[src/rtl/uart_word_loader.sv]
// rtl/uart_word_loader.sv - 8N1 UART receiver assembling little-endian 32-bit words for ROM/RAM load
module uart_word_loader #(
    parameter int CLKS_PER_BIT = 87,
    parameter int IDLE_BITS    = 40
) (
    input  logic        upg_clk_i,
    input  logic        upg_rst_i,
    input  logic        upg_rx_i,
    output logic        upg_wen_o,
    output logic [14:0] upg_adr_o,
    output logic [31:0] upg_dat_o,
    output logic        upg_done_o,
    output logic        frame_err_o
);

    localparam int TW          = (CLKS_PER_BIT > 2) ? $clog2(CLKS_PER_BIT) : 1;
    localparam int IDLE_CYCLES = IDLE_BITS * CLKS_PER_BIT;
    localparam int IW          = (IDLE_CYCLES > 2) ? $clog2(IDLE_CYCLES) : 1;

    localparam logic [TW-1:0] HALF_M1 = TW'(CLKS_PER_BIT / 2 - 1);
    localparam logic [TW-1:0] FULL_M1 = TW'(CLKS_PER_BIT - 1);
    localparam logic [IW-1:0] IDLE_M1 = IW'(IDLE_CYCLES - 1);

    typedef enum logic [2:0] {
        S_IDLE,
        S_START,
        S_DATA,
        S_STOP,
        S_DONE
    } state_t;

    state_t        r_state;
    logic          r_rx_meta;
    logic          r_rxs;
    logic [TW-1:0] r_timer;
    logic [IW-1:0] r_idle_cnt;
    logic [2:0]    r_bit_idx;
    logic [7:0]    r_shift;
    logic [1:0]    r_byte_cnt;
    logic [14:0]   r_word_cnt;
    logic          r_wen;
    logic [14:0]   r_adr;
    logic [31:0]   r_dat;
    logic          r_done;
    logic          r_frame_err;

    always_ff @(posedge upg_clk_i) begin
        if (upg_rst_i) begin
            r_state     <= S_IDLE;
            r_rx_meta   <= 1'b1;
            r_rxs       <= 1'b1;
            r_timer     <= '0;
            r_idle_cnt  <= '0;
            r_bit_idx   <= '0;
            r_shift     <= '0;
            r_byte_cnt  <= '0;
            r_word_cnt  <= '0;
            r_wen       <= 1'b0;
            r_adr       <= '0;
            r_dat       <= '0;
            r_done      <= 1'b0;
            r_frame_err <= 1'b0;
        end else begin
            r_rx_meta <= upg_rx_i;
            r_rxs     <= r_rx_meta;
            r_wen     <= 1'b0;

            case (r_state)
                S_IDLE: begin
                    if (!r_rxs) begin
                        r_state    <= S_START;
                        r_timer    <= '0;
                        r_idle_cnt <= '0;
                    end else if (r_word_cnt != 15'd0) begin
                        // Line quiet after at least one word: end of image
                        if (r_idle_cnt == IDLE_M1) begin
                            r_state    <= S_DONE;
                            r_done     <= 1'b1;
                            r_byte_cnt <= '0;
                        end else begin
                            r_idle_cnt <= r_idle_cnt + IW'(1);
                        end
                    end
                end
                S_START: begin
                    if (r_timer == HALF_M1) begin
                        r_timer   <= '0;
                        r_bit_idx <= '0;
                        r_state   <= r_rxs ? S_IDLE : S_DATA;
                    end else begin
                        r_timer <= r_timer + TW'(1);
                    end
                end
                S_DATA: begin
                    if (r_timer == FULL_M1) begin
                        r_timer <= '0;
                        r_shift <= {r_rxs, r_shift[7:1]};
                        if (r_bit_idx == 3'd7) begin
                            r_state <= S_STOP;
                        end else begin
                            r_bit_idx <= r_bit_idx + 3'd1;
                        end
                    end else begin
                        r_timer <= r_timer + TW'(1);
                    end
                end
                S_STOP: begin
                    if (r_timer == FULL_M1) begin
                        r_timer <= '0;
                        r_state <= S_IDLE;
                        if (r_rxs) begin
                            r_dat[{r_byte_cnt, 3'b000} +: 8] <= r_shift;
                            r_byte_cnt <= r_byte_cnt + 2'd1;
                            if (r_byte_cnt == 2'd3) begin
                                r_wen <= 1'b1;
                                r_adr <= r_word_cnt;
                            end
                        end else begin
                            r_frame_err <= 1'b1;
                            r_byte_cnt  <= '0;
                        end
                    end else begin
                        r_timer <= r_timer + TW'(1);
                    end
                end
                S_DONE: begin
                    r_state <= S_DONE;
                end
                default: begin
                    r_state <= S_IDLE;
                end
            endcase

            // Address space ends at 0x7FFF; the top word terminates the load
            if (r_wen) begin
                if (r_word_cnt == 15'h7FFF) begin
                    r_state <= S_DONE;
                    r_done  <= 1'b1;
                end else begin
                    r_word_cnt <= r_word_cnt + 15'd1;
                end
            end
        end
    end

    assign upg_wen_o   = r_wen;
    assign upg_adr_o   = r_adr;
    assign upg_dat_o   = r_dat;
    assign upg_done_o  = r_done;
    assign frame_err_o = r_frame_err;

endmodule

[config.mk]
export PLATFORM = sky130hd
export DESIGN_NAME = uart_word_loader
export DESIGN_NICKNAME = d
export VERILOG_FILES = /design/src/rtl/uart_word_loader.sv
export SDC_FILE = /design/constraint.sdc
export NUM_CORES = 1
export LEC_CHECK = 0
export BUFFER_PORTS_ARGS = -buffer_cell sky130_fd_sc_hd__buf_2
export CORE_ASPECT_RATIO = 1.5
export CORE_MARGIN = 2
export CORE_UTILIZATION = 50
export DETAILED_ROUTE_END_ITERATION = 8
export HOLD_SLACK_MARGIN = 0.02
export PLACE_DENSITY = 0.69
export SYNTH_ARGS = -nofsm -noshare
export SYNTH_HDL_FRONTEND = slang
export SYNTH_SLANG_ARGS = --single-unit
[constraint.sdc]
create_clock -name upg_clk_i -period 2.5 [get_ports upg_clk_i]
set_clock_uncertainty 0.1 [all_clocks]
set_input_delay 0.125 -clock upg_clk_i [delete_from_list [all_inputs] [get_ports upg_clk_i]]
set_output_delay 0.125 -clock upg_clk_i [all_outputs]
set_load 0.01 [all_outputs]
; ---- After elaboration in Yosys (flattened, before gate mapping)
; Index checks and enable logic that the tools add are counted.
[word_totals]
regBits = 102
inputBits = 3
word_cells = 98
[classes]
add_sub_neg = 6
n_eq_ne = 20
shift = 2
mux = 36
bitwise = 4
reduce_logical = 16
[ops]
columns = cell, n
row1 = $mux 12, 3
row2 = $mux 3, 12
row3 = $bwmux 32, 1
row4 = $shift 8x7->32 const A, 1
row5 = $shiftx 8x7->32, 1
row6 = $mux 7, 3
row7 = $pmux 7 s3, 1
row8 = $ne 2x2->1 const B, 9
row9 = $add 15x1->15 const B, 1
row10 = $eq 15x15->1 const B, 1
row11 = $pmux 3 s5, 1
row12 = $reduce_bool 15->1, 1
row13 = $add 12x1->12 const B, 1
row14 = $eq 12x12->1 const B, 1
row15 = $mux 2, 6
row16 = $reduce_and 3->1, 3
row17 = $reduce_and 4->1, 2
row18 = $add 7x1->7 const B, 1
row19 = $eq 7x6->1 const B, 1
row20 = $eq 7x7->1 const B, 1
row21 = $mux 1, 7
row22 = $neg 5->7, 1
row23 = $eq 3x2->1 const B, 2
row24 = $eq 3x3->1 const B, 2
row25 = other kinds (15), 21

; ---- Logic depth before layout (Yosys ltp)
[depth]
depth_word = 7
mapped_depth = 8

; ---- Least setup slack after synthesis
; Ideal clock, no wire load.
[synth_path]
path_type = reg-to-reg
start = register r_byte_cnt[0]
end = register r_dat[8] (netlist: upg_dat_o[8])
arrival_ns = 1.700
required_time_ns = 2.330
slack_ns = 0.629
stages_incl_launch_ff = 6
period_less_slack_ns = 1.871
cell_sequence = dfxtp_1 > inv_1 > ha_1 > nor3b_1 > nand3_1 > a21oi_1
[synth_via]
elab_chain_len = 3
[synth_lines]
columns = element, line
row1 = start: declaration, 39  ; logic [1:0] r_byte_cnt;
row2 = start signal: assignment, 113  ; r_byte_cnt <= r_byte_cnt + 2'd1;
row3 = $neg 5->7 *, 112  ; r_dat[{r_byte_cnt, 3'b000} +: 8] <= r_shift;
row4 = $shiftx 8x7->32 / $shift 8x7->32 (equally long branches), 112
row5 = $bwmux 32 *, 112
row6 = end signal: indexed assignment, 112
row7 = end: declaration, 43  ; logic [31:0] r_dat;
; Every way passes the cells marked *; elsewhere a longest branch is shown, timed or not.
; A chain may end at the register's enable or synchronous reset.

; ---- Final worst setup path
[layout_path]
start = register r_timer[0]
end = register r_timer[4]
[layout_via]
elab_chain_len = 3
[layout_lines]
columns = element, line
row1 = start: declaration, 35  ; logic [TW-1:0] r_timer;
row2 = start signal: assignment, 91  ; r_timer <= r_timer + TW'(1);
row3 = start signal: assignment, 104  ; r_timer <= r_timer + TW'(1);
row4 = start signal: assignment, 123  ; r_timer <= r_timer + TW'(1);
row5 = "$add 7x1->7, or another cell as far along", "91, 104, 123"
row6 = "$mux 7, on equally long branches", "95, 108, 86"
row7 = $pmux 7 s3 *, 68  ; case (r_state)
; Marked as above.

==> impl_metrics.tcl <==
set metrics [dict create \
    start_util_pct 51.5 \
    synth_seq_cells 102 \
    hold_viol_final 0 \
    r2r_end "r_timer[4]" \
    ir_worst_vdd_uv 412 \
    p_sw_w 0.000632 \
    worstMarginPinSlew_ps 652 \
    hpwlAfterDp_mm 7.94 \
    antenna_found_initial 0 \
    r2r-start "r_timer[0]" \
    clk_pin_slew_worst_paths_ps 60 \
    cts_setup_buffers 0 \
    gp_congestion 0.801 \
    die_area_mm2 0.0103 \
    worst_hold_path.endpoint "upg_adr_o[4]" \
    antenna_left 0 \
    max-slew-margin-rel_pct 56.1 \
    sw_frac_of_total_pct 18.8 \
    die-width_um 83.7 \
    grt_max_degree 31 \
    wl_per_cell_um 15.6 \
    drt-vias-per-instance 5.84 \
    grt_use_total_pct 21.4 \
    cts-hold-fix-buffers 1 \
    diodes 0 \
    r2r_slack_ps 320 \
    drc 0 \
    crit_type "flip-flop to flip-flop" \
    area_growth_pct 15.1 \
    nets 598 \
    grt_pass1_wl_mm 18.0 \
    ys_async_sr_fraction_pct 0 \
    vias 4076 \
    arrival_ps 2320 \
    synth_area_leaders "dfxtp_1, mux2i_1, a21oi_1" \
    clkLatencyLatePin_ps 340 \
    whs_ps 78.3 \
    p_seq_share_pct 48.5 \
    ios 53 \
    required_ps 2640 \
    path_max_fanout 15 \
    netlist_area_mm2 0.00476 \
    cts_resized 0 \
    synth_top_area_cell "dfxtp_1" \
    combinationalPowerShare_pct 2.4 \
    slew_viol_final 0 \
    wl_mm 10.9 \
    fin_tns_setup_ps 0 \
    leakagePower_nw 2.28 \
    internal_power_w 0.00273 \
    maxCapViolCount 0 \
    rsz0062_at_grt "false" \
    status "finished, final reports clean" \
    hold_path_depth 2 \
    numPortBuffers 52 \
    cp-start-kind "flip-flop" \
    syn-num-nets 550 \
    clkPwrFrac_pct 49.1 \
    ys_types 57 \
    drive_gt1_share_pct 17.4 \
    worstSetupEndpointType "flip-flop" \
    row_count 43 \
    synth_top_area_share_pct 42.9 \
    min_path_type "input port to flip-flop" \
    rr_worst_depth 6 \
    yosysSeqAreaShare_pct 42.9 \
    fin_crit_sh_pct 87.2 \
    cts_max_level 3 \
    grt_pass1_vias 3833 \
    cts_made_buffers 9 \
    period_minus_slack_ps 2180 \
    finalSetupViolations 0 \
    cts_num_sinks 102 \
    cts_tree "done" \
    first_pass_iters 4 \
    fmax_mhz 459 \
    synth-edff-count 0 \
    power_density_mw_per_mm2 613 \
    core_area_mm2 0.00925 \
    hold_start "upg_rst_i" \
    die_h_um 124 \
    clockBufferDepth 2 \
    num-fill-cells 826 \
    ys.flop_type "dfxtp_1" \
    syn_area_per_cell_um2 8.92 \
    drt_first_iter_violations 162 \
    postSynthCellCount 534 \
    overflow 0 \
    yosysWarnings 0 \
    root_buffer "clkbuf_16" \
]
flip-flops by register name, summed over array words and instances (netlist names), 3 cells and up:
name        count
r_state         3
upg_adr_o      15
r_shift         8
upg_dat_o      32
r_idle_cnt     12
r_timer         7
r_word_cnt     15
r_bit_idx       3
stage by stage:
step	worst slack (ps)	area (um^2)	total power (W)	util (%)	std cells
6_report	321	5480	0.00336	59.2	698
5_1_grt	186	5480	0.00345	59.2	698
4_1_cts	323	5480	0.00339	59.2	698
3_5_place_dp	365	5120	0.00175	55.3	682
3_3_place_gp	452	5120	0.00174	55.3	682
2_1_floorplan	629	4760	0.00172	-	534
critical path, stage by stage (launching register included):
cell,delay (ps)
dfxtp_1,370
inv_1,80
ha_1,200
and4b_1,380
a21boi_1,480
nor2_1,140
a211oi_1,320
cell families after synthesis:
kind of cell	after synthesis	share of synthesized area, %
flip-flops	102	42.9
adder cells (fa/ha/maj)	13	3.42
multiplexers	42	9.20
XOR/XNOR	4	0.736
AO/OA/AOI/OAI	81	10.5
AND/OR/NAND/NOR	253	29.3
buffers and inverters	39	3.99
worst max path at each step:
| stage | startpoint | cells after the start | endpoint |
|---|---|---|---|
| finish | r_timer[0] | 6 | r_timer[4] |
| global route | r_timer[0] | 6 | r_timer[4] |
| CTS | r_timer[0] | 6 | r_timer[4] |
| detailed placement | r_timer[0] | 6 | upg_adr_o[3] |
| global placement | r_timer[0] | 6 | upg_adr_o[4] |
| floorplan | r_byte_cnt[0] | 5 | upg_dat_o[8] |
synthesized netlist by cell type (5+ instances only):
library cell  instances
inv_1                 7
nor3_1               12
nand2_1              55
nor2_1               38
dfxtp_1             102
a21oi_1              46
or3_1                18
a211oi_1              5
buf_2                11
ha_1                 13
clkbuf_1             14
and4_1                8
nand3_1              42
nand2b_1              9
nand4_1              18
o21ai_0               5
mux2i_1              37
nor4_1                8
a31oi_1               5
nor2b_1               7
nor3b_1               5
power by group through the flow:
stage / combinational (W) / sequential, W / clock (W)
after floorplan: 0.0000561 / 0.00167 / 0
after global placement: 0.0000769 / 0.00167 / 0
after detailed placement: 0.0000786 / 0.00167 / 0
after CTS: 0.0000801 / 0.00163 / 0.00168
after global routing: 0.0000880 / 0.00163 / 0.00174
final: 0.0000796 / 0.00163 / 0.00165
cell usage in the layout (no fill, tap or decap), drive strengths merged, types with 3 or more instances in the layout:
cell type | Yosys | layout
bufinv | 0 | 4
inv | 7 | 7
and3 | 5 | 5
a31oi | 5 | 5
o21ai | 5 | 5
a211oi | 5 | 5
nor4b | 5 | 5
nor2 | 38 | 38
and4 | 9 | 9
dfxtp | 102 | 102
nand2 | 56 | 56
mux2i | 37 | 37
nand3 | 42 | 42
nand4 | 21 | 21
mux2 | 4 | 4
nand2b | 9 | 9
nor4 | 8 | 8
xnor2 | 4 | 4
nor2b | 7 | 7
or2 | 4 | 4
nor3 | 14 | 14
a21oi | 46 | 46
nor3b | 5 | 5
a21boi | 3 | 3
or3 | 18 | 18
buf | 15 | 68
clkbuf | 17 | 11
ha | 13 | 13
o31ai | 4 | 4
cell type report:
| type | instances | area (um^2) | share of cell area, % |
|---|---|---|---|
| multi-input combinational | 393 | 2530 | 46.2 |
| sequential | 102 | 2040 | 37.3 |
| timing repair buffer | 69 | 390 | 7.12 |
| clock buffer | 11 | 233 | 4.25 |
| tap | 112 | 140 | 2.56 |
| clock inverter | 4 | 120 | 2.19 |
| inverter | 7 | 26.3 | 0.479 |
metal layers:
| metal | GRT usage (%) | routed length (um) | vias up |
|---|---|---|---|
| met1 | 22.8 | 4330 | 1940 |
| met2 | 41.8 | 6030 | 86 |
| met3 | 4.01 | 340 | 13 |
| met5 | 0 | 0 | - |
| li1 | - | - | 2037 |
| met4 | 7.36 | 172 | 0 |
Power figures use the tool's default switching activity.
